## config.mk

```make
export PLATFORM = sky130hd
export DESIGN_NAME = eth_decap_flat
export DESIGN_NICKNAME = d
export VERILOG_FILES = /design/src/rtl/eth_pkg.sv /design/src/rtl/eth_decap_if.sv /design/src/rtl/eth_decap_stats.sv /design/src/rtl/eth_decap.sv /design/src/flat_wrapper.sv
export SDC_FILE = /design/constraint.sdc
export NUM_CORES = 1
export LEC_CHECK = 0
export BUFFER_PORTS_ARGS = -buffer_cell sky130_fd_sc_hd__buf_4
export CORE_MARGIN = 5
export CORE_UTILIZATION = 58
export DETAILED_ROUTE_END_ITERATION = 7
export GPL_ROUTABILITY_DRIVEN = 1
export PLACE_DENSITY = 0.93
export SLEW_MARGIN = 15
export SYNTH_ARGS = -nofsm -noshare
export SYNTH_HDL_FRONTEND = slang
export SYNTH_SLANG_ARGS = --single-unit
```

## constraint.sdc

```tcl
create_clock -name clk156 -period 17.1 [get_ports clk156]
set_input_delay 0.855 -clock clk156 [delete_from_list [all_inputs] [get_ports clk156]]
set_output_delay 0.855 -clock clk156 [all_outputs]
set_load 0.01 [all_outputs]
```

## src/rtl/eth_pkg.sv

```systemverilog
// Shared types and constants for the Ethernet RX decapsulation path.
package eth_pkg;

  localparam logic [15:0] ETH_TYPE_TLP = 16'h88B5;
  localparam int          HDR_BYTES    = 16;
  localparam logic [47:0] BCAST_MAC    = 48'hFFFF_FFFF_FFFF;

  // FIFO word layout, identical to the TX path.
  localparam int DIN_LAST = 72;
  localparam int DIN_ERR  = 73;
  localparam int DIN_W    = 74;

  typedef struct packed {
    logic        err;
    logic        last;
    logic [7:0]  keep;
    logic [63:0] data;
  } din_t;

  typedef enum logic [2:0] {HDR0, HDR1, PAYLOAD, PAD, SKIP} decap_state_t;

  // Byte enables for the next payload word given the bytes still owed.
  function automatic logic [7:0] keep_for(input logic [15:0] rem);
    logic [8:0] w_mask;
    w_mask = (9'd1 << rem[2:0]) - 9'd1;
    if (rem >= 16'd8) return 8'hFF;
    return w_mask[7:0];
  endfunction

  // The MAC delivers byte 0 in [7:0]; MAC addresses are written MSB-first.
  function automatic logic [47:0] wire_to_mac(input logic [47:0] d);
    logic [47:0] r;
    for (int i = 0; i < 6; i++) r[8*i +: 8] = d[40-8*i +: 8];
    return r;
  endfunction

endpackage

```

## src/rtl/eth_decap_if.sv

```systemverilog
// MAC RX stream in, eth2pcie FIFO write port out.
// Handshake: the RX stream has no tready, so a beat is consumed on every
// cycle with tvalid=1; the FIFO side writes din when wr_en=1, and wr_en is
// never raised while full=1.
interface eth_decap_if
  import eth_pkg::*;
  ();
  logic             s_axis_rx_tvalid;
  logic [63:0]      s_axis_rx_tdata;
  logic [7:0]       s_axis_rx_tkeep;
  logic             s_axis_rx_tlast;
  logic             s_axis_rx_tuser;
  logic             wr_en;
  logic [DIN_W-1:0] din;
  logic             full;

  modport slave (
    input  s_axis_rx_tvalid, s_axis_rx_tdata, s_axis_rx_tkeep,
           s_axis_rx_tlast, s_axis_rx_tuser, full,
    output wr_en, din
  );

  modport master (
    output s_axis_rx_tvalid, s_axis_rx_tdata, s_axis_rx_tkeep,
           s_axis_rx_tlast, s_axis_rx_tuser, full,
    input  wr_en, din
  );
endinterface

```

## src/rtl/eth_decap_stats.sv

```systemverilog
// Three saturating frame counters driven by single-cycle strobes.
module eth_decap_stats (
  input  logic        clk,
  input  logic        rst,
  input  logic        i_inc_ok,
  input  logic        i_inc_drop,
  input  logic        i_inc_ovf,
  output logic [31:0] o_ok,
  output logic [31:0] o_drop,
  output logic [31:0] o_ovf
);
  logic [31:0] r_ok, r_drop, r_ovf;

  // Count each strobe, holding at all-ones instead of wrapping.
  always_ff @(posedge clk or posedge rst) begin
    if (rst) begin
      r_ok   <= '0;
      r_drop <= '0;
      r_ovf  <= '0;
    end else begin
      if (i_inc_ok   && r_ok   != 32'hFFFF_FFFF) r_ok   <= r_ok   + 32'd1;
      if (i_inc_drop && r_drop != 32'hFFFF_FFFF) r_drop <= r_drop + 32'd1;
      if (i_inc_ovf  && r_ovf  != 32'hFFFF_FFFF) r_ovf  <= r_ovf  + 32'd1;
    end
  end

  assign o_ok   = r_ok;
  assign o_drop = r_drop;
  assign o_ovf  = r_ovf;
endmodule

```

## src/rtl/eth_decap.sv

```systemverilog
// Ethernet RX decapsulation: filters tunnel frames, strips the 16-byte
// header, trims MAC padding and writes payload words to the eth2pcie FIFO.
// Output runs one word behind input so the last word can carry the error.
module eth_decap
  import eth_pkg::*;
#(
  parameter logic [47:0] LOCAL_MAC = 48'h00_0A_35_00_00_01,
  parameter logic [15:0] ETH_TYPE  = 16'h88B5,
  parameter logic [15:0] MAX_LEN   = 16'd1024,
  parameter bit          FILTER_EN = 1'b1
) (
  input  logic          clk156,
  input  logic          sys_rst,
  eth_decap_if.slave    bus,
  output logic [31:0]   stat_frames_ok,
  output logic [31:0]   stat_frames_drop,
  output logic [31:0]   stat_overflow,
  output decap_state_t  o_dbg_state
);
  decap_state_t r_state, w_state_nxt;
  logic [47:0]  r_dst, w_dst_nxt;
  logic [15:0]  r_rem, w_rem_nxt;
  din_t         r_hold, w_hold_nxt;
  logic         r_hold_valid, w_hold_valid_nxt;
  logic         r_flush, w_flush_nxt;

  logic         w_wr_en;
  din_t         w_din;
  logic         w_inc_ok, w_inc_drop, w_inc_ovf;
  logic [15:0]  w_etype, w_len, w_rem_dec;
  logic [7:0]   w_keep;
  logic         w_mac_ok, w_reject;
  logic         w_unused;

  assign w_etype   = {bus.s_axis_rx_tdata[39:32], bus.s_axis_rx_tdata[47:40]};
  assign w_len     = {bus.s_axis_rx_tdata[55:48], bus.s_axis_rx_tdata[63:56]};
  assign w_mac_ok  = !FILTER_EN || (wire_to_mac(r_dst) == LOCAL_MAC) ||
                     (wire_to_mac(r_dst) == BCAST_MAC);
  assign w_reject  = !w_mac_ok || (w_etype != ETH_TYPE) || (w_len == 16'd0) ||
                     (w_len > MAX_LEN) || r_flush;
  assign w_keep    = keep_for(r_rem);
  assign w_rem_dec = r_rem - ((r_rem >= 16'd8) ? 16'd8 : r_rem);
  // tkeep is redundant: payload bytes are derived from the length field.
  assign w_unused  = ^bus.s_axis_rx_tkeep;

  // State, header and hold-word registers.
  always_ff @(posedge clk156 or posedge sys_rst) begin
    if (sys_rst) begin
      r_state      <= HDR0;
      r_dst        <= '0;
      r_rem        <= '0;
      r_hold       <= '0;
      r_hold_valid <= 1'b0;
      r_flush      <= 1'b0;
    end else begin
      r_state      <= w_state_nxt;
      r_dst        <= w_dst_nxt;
      r_rem        <= w_rem_nxt;
      r_hold       <= w_hold_nxt;
      r_hold_valid <= w_hold_valid_nxt;
      r_flush      <= w_flush_nxt;
    end
  end

  // Next-state, FIFO write and statistics strobes.
  always_comb begin
    w_state_nxt      = r_state;
    w_dst_nxt        = r_dst;
    w_rem_nxt        = r_rem;
    w_hold_nxt       = r_hold;
    w_hold_valid_nxt = r_hold_valid;
    w_flush_nxt      = r_flush;
    w_wr_en          = 1'b0;
    w_din            = r_hold;
    w_inc_ok         = 1'b0;
    w_inc_drop       = 1'b0;
    w_inc_ovf        = 1'b0;

    // A pending final word goes out as soon as the FIFO has room; this
    // only overlaps HDR0/HDR1/SKIP, which never write themselves.
    if (r_flush && !bus.full) begin
      w_wr_en          = 1'b1;
      w_flush_nxt      = 1'b0;
      w_hold_valid_nxt = 1'b0;
      w_inc_ok         = !r_hold.err;
    end

    if (bus.s_axis_rx_tvalid) begin
      case (r_state)
        HDR0: begin
          w_dst_nxt = bus.s_axis_rx_tdata[47:0];
          if (bus.s_axis_rx_tlast) w_inc_drop  = 1'b1;
          else                     w_state_nxt = HDR1;
        end
        HDR1: begin
          if (bus.s_axis_rx_tlast) begin
            w_inc_drop  = 1'b1;
            w_state_nxt = HDR0;
          end else if (w_reject) begin
            w_inc_drop  = 1'b1;
            w_state_nxt = SKIP;
          end else begin
            w_rem_nxt   = w_len;
            w_state_nxt = PAYLOAD;
          end
        end
        PAYLOAD: begin
          if (r_hold_valid && bus.full) begin
            // Cannot write the held word: close the frame with a terminator.
            w_hold_nxt       = '{err: 1'b1, last: 1'b1, keep: 8'h00, data: 64'h0};
            w_hold_valid_nxt = 1'b1;
            w_flush_nxt      = 1'b1;
            w_inc_ovf        = 1'b1;
            w_state_nxt      = bus.s_axis_rx_tlast ? HDR0 : SKIP;
          end else begin
            w_wr_en          = r_hold_valid;
            w_hold_nxt       = '{err: 1'b0, last: 1'b0, keep: w_keep,
                                 data: bus.s_axis_rx_tdata};
            w_hold_valid_nxt = 1'b1;
            w_rem_nxt        = w_rem_dec;
            if (bus.s_axis_rx_tlast) begin
              w_hold_nxt.last = 1'b1;
              w_hold_nxt.err  = !bus.s_axis_rx_tuser || (w_rem_dec != 16'd0);
              w_flush_nxt     = 1'b1;
              w_state_nxt     = HDR0;
            end else if (w_rem_dec == 16'd0) begin
              w_state_nxt = PAD;
            end
          end
        end
        PAD: begin
          if (bus.s_axis_rx_tlast) begin
            w_hold_nxt.last = 1'b1;
            w_hold_nxt.err  = !bus.s_axis_rx_tuser;
            w_flush_nxt     = 1'b1;
            w_state_nxt     = HDR0;
          end
        end
        SKIP: begin
          if (bus.s_axis_rx_tlast) w_state_nxt = HDR0;
        end
        default: w_state_nxt = HDR0;
      endcase
    end
  end

  assign bus.wr_en   = w_wr_en;
  assign bus.din     = w_din;
  assign o_dbg_state = r_state;

  eth_decap_stats u_stats (
    .clk        (clk156),
    .rst        (sys_rst),
    .i_inc_ok   (w_inc_ok),
    .i_inc_drop (w_inc_drop),
    .i_inc_ovf  (w_inc_ovf),
    .o_ok       (stat_frames_ok),
    .o_drop     (stat_frames_drop),
    .o_ovf      (stat_overflow)
  );
endmodule

```

## src/flat_wrapper.sv

```systemverilog
// flat-port wrapper written by rule: the top's interface ports become plain ports
module eth_decap_flat import eth_pkg::*;
#(
  parameter logic [47:0] LOCAL_MAC = 48'h00_0A_35_00_00_01,
  parameter logic [15:0] ETH_TYPE  = 16'h88B5,
  parameter logic [15:0] MAX_LEN   = 16'd1024,
  parameter bit          FILTER_EN = 1'b1
)
  (clk156, sys_rst, stat_frames_ok, stat_frames_drop, stat_overflow, o_dbg_state, bus_s_axis_rx_tvalid, bus_s_axis_rx_tdata, bus_s_axis_rx_tkeep, bus_s_axis_rx_tlast, bus_s_axis_rx_tuser, bus_full, bus_wr_en, bus_din);
  eth_decap_if bus_i ();
  input  logic clk156;
  input  logic sys_rst;
  output logic [31:0] stat_frames_ok;
  output logic [31:0] stat_frames_drop;
  output logic [31:0] stat_overflow;
  output decap_state_t o_dbg_state;
  input wire logic [$bits(bus_i.s_axis_rx_tvalid)-1:0] bus_s_axis_rx_tvalid;
  input wire logic [$bits(bus_i.s_axis_rx_tdata)-1:0] bus_s_axis_rx_tdata;
  input wire logic [$bits(bus_i.s_axis_rx_tkeep)-1:0] bus_s_axis_rx_tkeep;
  input wire logic [$bits(bus_i.s_axis_rx_tlast)-1:0] bus_s_axis_rx_tlast;
  input wire logic [$bits(bus_i.s_axis_rx_tuser)-1:0] bus_s_axis_rx_tuser;
  input wire logic [$bits(bus_i.full)-1:0] bus_full;
  output wire logic [$bits(bus_i.wr_en)-1:0] bus_wr_en;
  output wire logic [$bits(bus_i.din)-1:0] bus_din;
  assign bus_i.s_axis_rx_tvalid = bus_s_axis_rx_tvalid;
  assign bus_i.s_axis_rx_tdata = bus_s_axis_rx_tdata;
  assign bus_i.s_axis_rx_tkeep = bus_s_axis_rx_tkeep;
  assign bus_i.s_axis_rx_tlast = bus_s_axis_rx_tlast;
  assign bus_i.s_axis_rx_tuser = bus_s_axis_rx_tuser;
  assign bus_i.full = bus_full;
  assign bus_wr_en = bus_i.wr_en;
  assign bus_din = bus_i.din;
  eth_decap #(.LOCAL_MAC(LOCAL_MAC), .ETH_TYPE(ETH_TYPE), .MAX_LEN(MAX_LEN), .FILTER_EN(FILTER_EN)) u_core (.clk156(clk156), .sys_rst(sys_rst), .bus(bus_i), .stat_frames_ok(stat_frames_ok), .stat_frames_drop(stat_frames_drop), .stat_overflow(stat_overflow), .o_dbg_state(o_dbg_state));
endmodule
```

==> qor.tcl, run 1 <==
set qor(htree_num_levels) 1
set qor(grt_overflow_total) 0
set qor(final_layout_size_suffix_gt1_share_pct) 26.50
set qor(finish.net_count) 1411
set qor(synth.avg_cell_area_um2) 9.994
set qor(post-synth-top-area-fraction_pct) 54.65
set qor(report.final.hold_viol_count) 0
set qor(postRouteWirelength_mm) 30.60
set qor(io_pins) 252
set qor(arrival_ns) 3.86
set qor(final-instance-count-excl-fill) 1581
set qor(place.gp.congestion) 0.9032
set qor(root_buffer) {clkbuf_16}
set qor(vias_per_cell) 5.998
set qor(tritoncts.num_buffers) 25
set qor(synth_compound_area_share_pct) 5.077
set qor(vertical_die_dimension_um) 147.4
set qor(failed_checks) {DRC}
set qor(synthDominantAreaCellType) {dfrtp_1}
set qor(global_router_s_overall_resource_usage_pct) 27.65
set qor(clock_path_buffers) 3
set qor(fin_crit_sh_pct) 19.96
set qor(maxSlewHeadroom_pct) 26.11
set qor(cts_hold_repair.buffers) 0
set qor(dp_worst_setup_slack_ns) 13.56
set qor(fp.coreArea_um2) 18640
set qor(cts_setup_buffers) 0
set qor(first_global_vias) 9605
set qor(synth_area_um2) 10940
set qor(power_leakage_nw) 6.831
set qor(synth-async-reset-ratio_pct) 100.0
set qor(ys_ff_latch) 239
set qor(wl_per_cell_um) 19.35
set qor(first_pass_grt_wire_length_mm) 49.66
set qor(worst_clock_skew_ns) 0.01889
set qor(max_capacitance_violation_count) 0
set qor(power_switching_share_pct) 25.56
set qor(final.setup.tns_ns) 0
set qor(num_vias) 9483
set qor(die-area_um2) 21720
set qor(rsz_0062_raised_after_global_routing) {false}
set qor(placed_standard_cell_area_um2) 12950
set qor(pin_count_of_the_biggest_net_entering_global_routing) 98
set qor(synth_adder_area_share_pct) 0.4574
set qor(cp.required_ns) 17.54
set qor(seq_area_frac_synth_pct) 54.65
set qor(cts.clk_slew.worst_paths_ns) 0.06
set qor(number_of_antenna_violations_at_the_first_check_in_global_routing) 0
set qor(synth_xor_xnor_area_share_pct) 7.443
set qor(synth_edf_count) 0
set qor(ir_worst_vdd_uv) 96.17
set qor(layout-area-overhead-vs-synth_pct) 26.18
set qor(timing.fmax_ghz) 0.2929
set qor(drv_slew) 0
set qor(io_buffers) 243
set qor(worstPathMaxFanout) 9
set qor(cellInternalPower_mw) 1.072
set qor(critical_path.startpoint_type) {flop}
set qor(synth_warnings) 0
set qor(worst_hold_slack_ns) 0.4596
set qor(slew_at_the_pin_closest_to_its_max_slew_limit_ns) 1.105
set qor(die_w_um) 147.4
set qor(hpwl_mm) 21.76
set qor(setup.worst_path.end_class) {flop}
set qor(cts_repair_resize_count) 0
set qor(dp.cells) 1536
set qor(synth_mux_area_share_pct) 5.523
set qor(net-switching-power_mw) 0.3681
set qor(route.detailed.drc) 1
set qor(initial_core_utilization_pct) 58.70
set qor(synth.lib_cells_used.distinct) 64
set qor(final_critical_path_setup_slack_ns) 13.69
set qor(final_area_um2) 13810
set qor(num_rows) 50
set qor(synth_flop_cell) {dfrtp_1}
set qor(syn_inst) 1095
set qor(power.combinational.fraction_pct) 12.3
set qor(insertedDiodeCount) 0
set qor(detail-route-antenna-nets) 0
set qor(setup_violations) 0
set qor(synth_simple_gate_area_share_pct) 24.24
set qor(cts_tree) {done}
set qor(synth_nets) 1177
set qor(run_status) {complete, but fails checks}
set qor(holdCritPathClass) {input port to asynchronous set/reset pin}
set qor(dr.pass1.iters) 8
set qor(synth_area_leaders) {dfrtp_1 (55%), nand2_1 (7.2%), nand3_1 (5.4%)}
set qor(synth_top_family_by_area) {simple AND/OR/NAND/NOR gates}
set qor(cellPowerDensity_nw_per_um2) 104.3
set qor(seq_power_share_pct) 48.3
set qor(clock-sinks) 239
set qor(clock_power_share_pct) 39.3
set qor(first_iter_violations) 770
set qor(timing_worst_setup_path_type) {flop to flop}
set qor(period_needed_ns) 3.414
set qor(synthMostInstantiatedCell) {dfrtp_1}
set qor(synth_top_cells_by_count) {dfrtp_1 (239), nand2_1 (210), nand3_1 (119)}
set qor(clock_insertion_delay_worst_skew_ns) 0.52
==> per-stage QoR <==
step | util, % | power, mW
2_1_floorplan | - | 0.8033
3_3_place_gp | 69.46 | 0.8624
3_5_place_dp | 69.46 | 0.8798
4_1_cts | 74.07 | 1.447
5_1_grt | 74.07 | 1.497
6_report | 74.07 | 1.440
==> worst max-delay path, cell delays in order (launching register included) <==
cell and delay (ns):
dfrtp_1 0.45, or4_4 0.55, nor3_4 0.28, nand2_1 0.17
nand2_1 0.10, ha_1 0.25, nor4_1 0.23, nand3_1 0.14
a2111o_1 0.36, or3_1 0.42, o311a_1 0.30, nor2_1 0.08
==> flip-flops by register name, summed over array words and instances, names as in the netlist <==
register,cells
u_core.bus.din,74
u_core.u_stats.o_drop,32
u_core.u_stats.o_ok,32
u_core.r_flush,1
u_core.u_stats.o_ovf,32
u_core.r_rem,16
u_core.r_dst,48
u_core.r_hold_valid,1
u_core.o_dbg_state,3
==> final timing paths <==
kind                                                      from                              endpoint  slack, ns  cells after the start
min in group clk156             u_core.bus.din[41]$_DFFE_PP0P_        u_core.bus.din[41]$_DFFE_PP0P_       0.47                      2
max in group asynchronous                              sys_rst        u_core.bus.din[46]$_DFFE_PP0P_      15.13                      3
worst max register to register     u_core.r_rem[4]$_DFFE_PP0P_     u_core.o_dbg_state[0]$_DFFE_PP0P_      13.69                     11
worst min register to register  u_core.bus.din[41]$_DFFE_PP0P_        u_core.bus.din[41]$_DFFE_PP0P_       0.47                      2
worst max-delay path               u_core.r_rem[4]$_DFFE_PP0P_     u_core.o_dbg_state[0]$_DFFE_PP0P_      13.69                     11
worst min-delay path                                   sys_rst  u_core.u_stats.o_drop[5]$_DFFE_PP0P_       0.46                      2
==> power groups by stage <==
stage	logic, mW	registers, mW	clock network [mW]
6_report	0.178	0.696	0.566
3_5_place_dp	0.177	0.703	0
2_1_floorplan	0.117	0.686	0
4_1_cts	0.179	0.694	0.574
5_1_grt	0.194	0.704	0.599
3_3_place_gp	0.168	0.694	0
==> cell type report <==
type	count	area (µm²)
Clock inverter	10	156.4
Timing Repair Buffer	252	1892
Tap cell	234	292.8
Sequential cell	239	5981
Fill cell	1242	4835
Clock buffer	35	703.2
Multi-Input combinational cell	791	4701
Inverter	20	82.58
==> cells in the final DEF (no fill, tap or decap), types with 25 or more instances in the layout <==
| master | synthesis | final |
|---|---|---|
| buf_4 | 2 | 252 |
| dfrtp_1 | 239 | 239 |
| nand2_1 | 210 | 209 |
| nand3_1 | 119 | 119 |
| nor2_1 | 64 | 62 |
| xnor2_1 | 62 | 62 |
| mux2_2 | 51 | 51 |
| nand4_1 | 42 | 42 |
| nor3_1 | 34 | 34 |
| xor2_1 | 31 | 31 |
| nor4_1 | 30 | 30 |
| o21ai_0 | 26 | 26 |
| clkbuf_16 | 0 | 25 |
==> layer usage <==
| layer | wire (µm) | track usage (%) |
|---|---|---|
| met4 | 1137 | 9.506 |
| met5 | 0 | 0 |
| met3 | 2715 | 6.971 |
| met1 | 11780 | 34.74 |
| met2 | 14960 | 46.96 |
==> cell families (layout without fill, tap and decap cells) <==
group,count (synthesis),count (layout)
flops,239,239
fa+ha+maj,4,4
mux,54,54
simple gates,553,553
other cells,1,1
buf+inv,65,317
xor+xnor,93,93
compound gates,86,86
Power figures use the tool's default switching activity.
==> run 2: changes to the inputs <==
--- a/config.mk
+++ b/config.mk
@@ -7,10 +7,10 @@
 export LEC_CHECK = 0
 export BUFFER_PORTS_ARGS = -buffer_cell sky130_fd_sc_hd__buf_4
 export CORE_MARGIN = 5
-export CORE_UTILIZATION = 58
+export CORE_UTILIZATION = 49
 export DETAILED_ROUTE_END_ITERATION = 7
 export GPL_ROUTABILITY_DRIVEN = 1
-export PLACE_DENSITY = 0.93
+export PLACE_DENSITY = 0.84
 export SLEW_MARGIN = 15
 export SYNTH_ARGS = -nofsm -noshare
 export SYNTH_HDL_FRONTEND = slang
==> constraint.sdc (replaced) <==
create_clock -name clk156 -period 2.9 [get_ports clk156]
set_input_delay 0.145 -clock clk156 [delete_from_list [all_inputs] [get_ports clk156]]
set_output_delay 0.145 -clock clk156 [all_outputs]
set_load 0.01 [all_outputs]
==> run 2 against run 1 <==
  * The flow now finishes without violations
  * Maximum frequency is 20% higher
  * Flip-flop and latch count stayed put
  * Global-route usage is 2.8 points lower
  * Routed wire length is 7.5% higher
  * Non-clock buffer count is 102 higher
  * Core utilization is 5.8 points lower
  * Clock skew is 0.0027 ns higher
  * First-iteration DRC count is 0.26% lower
  * Sequential power grew to 5.9 times the previous value
  * Power grew to 6.0 times the previous value
  * Count of clock-buffer cells in the layout stayed put
  * Setup slack worse by 14 ns
  * Critical endpoint unchanged
  * Largest cell class unchanged
  * Largest power group unchanged
==> qor.tcl, run 2 (synthesis gave the netlist of run 1 again) <==
set qor(clock-sinks) 239
set qor(tritoncts.num_buffers) 27
set qor(postRouteWirelength_mm) 32.90
set qor(vias_per_cell) 5.671
set qor(critical-path-top-cell-by-count) {nand2_2}
set qor(sequential_cell_area_um2) 5981
set qor(setup.worst_path.end_class) {flop}
set qor(period_needed_ns) 2.838
set qor(first_iter_violations) 768
set qor(run_status) {complete, no violations}
set qor(critical_path.cell_chain) {or4_4 -> nor3_4 -> nand2_2 -> nand2_2 -> ha_4 -> nor4_2 -> nand3_1 -> a2111o_1 -> or3_4 -> o311a_1 -> nor2_1}
set qor(final_layout_size_suffix_gt1_share_pct) 27.52
set qor(num_rows) 54
set qor(worst_clock_skew_ns) 0.02155
set qor(cellPowerDensity_nw_per_um2) 581.6
set qor(timing.fmax_ghz) 0.3523
set qor(ir_worst_vdd_uv) 454.7
set qor(report.final.hold_viol_count) 0
set qor(initial_core_utilization_pct) 49.99
set qor(cts_setup_buffers) 0
set qor(slew_at_the_pin_closest_to_its_max_slew_limit_ns) 0.8245
set qor(arrival_ns) 3.31
set qor(fin_crit_sh_pct) 97.88
set qor(wl_per_cell_um) 18.99
set qor(globalRoute.busiestLayer) {met2}
set qor(first_global_vias) 9897
set qor(crit_path_top_delay_cell) {or4_4}
set qor(io_buffers) 243
set qor(maxSlewHeadroom_pct) 44.92
set qor(die_w_um) 159.4
set qor(timing.rr.start) {u_core.r_rem[6]$_DFFE_PP0P_}
set qor(num-fill-cells) 1629
set qor(global_route.usage.met2_pct) 42.84
set qor(worstPathMaxFanout) 2
set qor(first_pass_grt_wire_length_mm) 53.12
set qor(rsz_0062_raised_after_global_routing) {true}
set qor(cp.required_ns) 3.37
set qor(mostFrequentLayoutCells) {buf_4 (279), dfrtp_1 (239), nand2_1 (207), nand3_1 (119), dlygate4sd3_1 (70)}
set qor(worst_hold_slack_ns) 0.3273
set qor(critical_path.startpoint_type) {flop}
set qor(clock_insertion_delay_worst_skew_ns) 0.54
set qor(power_leakage_nw) 7.333
set qor(io_pins) 252
set qor(cts_tree) {done}
set qor(holdCritPathClass) {input port to asynchronous set/reset pin}
set qor(clock_path_buffers) 3
set qor(clock_power_share_pct) 39.5
set qor(max_capacitance_violation_count) 0
set qor(dr.pass1.iters) 5
set qor(grtUsageMet3_pct) 4.893
set qor(cellInternalPower_mw) 6.419
set qor(route.detailed.drc) 0
set qor(detail-route-antenna-nets) 0
set qor(vertical_die_dimension_um) 159.4
set qor(die-area_um2) 25420
set qor(placed_standard_cell_area_um2) 13300
set qor(rrSetupSlack_ns) 0.06
set qor(dp_worst_setup_slack_ns) -0.1306
set qor(timing_worst_setup_path_type) {flop to flop}
set qor(largest_register_ff_count) 74
set qor(gr_layer_usage_met1_pct) 32.37
set qor(multi_input_comb_area_um2) 4746
set qor(htree_num_levels) 1
set qor(pin_count_of_the_biggest_net_entering_global_routing) 76
set qor(power_switching_share_pct) 26.10
set qor(postLayoutCoreUtil_pct) 68.23
set qor(largest_incremental_delay_on_the_critical_path_ns) 0.55
set qor(grt_overflow_total) 0
set qor(hpwl_mm) 22.34
set qor(drv_slew) 0
set qor(fp.coreArea_um2) 21890
set qor(net-switching-power_mw) 2.267
set qor(final_area_um2) 14940
set qor(finish.net_count) 1515
set qor(power.combinational.fraction_pct) 13.2
set qor(place.gp.congestion) 0.9332
set qor(cts.clk_slew.worst_paths_ns) 0.06
set qor(final_critical_path_setup_slack_ns) 0.06157
set qor(reg2reg_to) {u_core.o_dbg_state[0]$_DFFE_PP0P_}
set qor(mostFrequentLayoutCell) {buf_4}
set qor(seq_power_share_pct) 47.3
set qor(root_buffer) {clkbuf_16}
set qor(num_vias) 9823
set qor(rr_worst_depth) 11
set qor(global_router_s_overall_resource_usage_pct) 24.88
set qor(layout-area-overhead-vs-synth_pct) 36.49
set qor(number_of_antenna_violations_at_the_first_check_in_global_routing) 2
set qor(setup_violations) 0
[run 2: power groups by stage]
stage               Clock [mW]  Sequential, mW  Combinational (mW)
CTS                       3.47            4.08                1.14
floorplan                    0            4.05               0.691
global placement             0            4.10                1.02
detailed placement           0            4.14                1.05
global route              3.62            4.15                1.24
finish                    3.43            4.10                1.15
[run 2: stage by stage]
| step | TNS [ns] | std cells | power (mW) |
|---|---|---|---|
| after floorplan | -90.54 | 1095 | 4.737 |
| after global placement | -0.2298 | 1614 | 5.121 |
| final | 0 | 1732 | 8.686 |
| after detailed placement | -0.2443 | 1614 | 5.195 |
| after CTS | 0 | 1730 | 8.701 |
| after global routing | -0.08515 | 1732 | 9.013 |
[run 2: repair_timing]
item / CTS / global route
pin swaps: 2 / 0
hold endpoints to repair: 155 / 0
hold buffers: 70 / 0
gates resized for setup: 1 / 9
setup endpoints to repair: 3 / 12
[run 2: how the worst max path moves through the flow]
stage / from / end / slack (ns) / depth (start not counted)
after floorplan: sys_rst / u_core.bus.din[0]$_DFFE_PP0P_ / -0.38 / 1
after global placement: u_core.r_rem[6]$_DFFE_PP0P_ / u_core.o_dbg_state[0]$_DFFE_PP0P_ / -0.12 / 11
after detailed placement: u_core.r_rem[6]$_DFFE_PP0P_ / u_core.bus.din[73]$_DFFE_PP0P_ / -0.13 / 11
after CTS: u_core.r_rem[6]$_DFFE_PP0P_ / u_core.bus.din[73]$_DFFE_PP0P_ / 0.007 / 11
after global routing: u_core.r_rem[6]$_DFFE_PP0P_ / u_core.o_dbg_state[0]$_DFFE_PP0P_ / -0.06 / 11
final: u_core.r_rem[6]$_DFFE_PP0P_ / u_core.o_dbg_state[0]$_DFFE_PP0P_ / 0.06 / 11
[run 2: final cells by class]
type,instances,area share (%)
Multi-Input combinational cell,791,31.78
Clock buffer,35,4.993
Tap cell,280,2.346
Sequential cell,239,40.04
Antenna cell,2,0.03351
Inverter,20,0.5278
Clock inverter,11,0.9299
Timing Repair Buffer,354,19.35
[run 2: critical path, delay by kind of cell (launching register included)]
kind,cells,cell delay (ns)
AO/OA/AOI/OAI,2,0.64
adder cells (fa/ha/maj),1,0.20
flip-flops,1,0.37
AND/OR/NAND/NOR,8,1.56
[run 2: routing by layer]
layer | wire length [µm] | up-vias
li1 | - | 4529
met1 | 13110 | 4805
met2 | 16570 | 416
met3 | 2389 | 73
met4 | 827 | 0
met5 | 0 | -
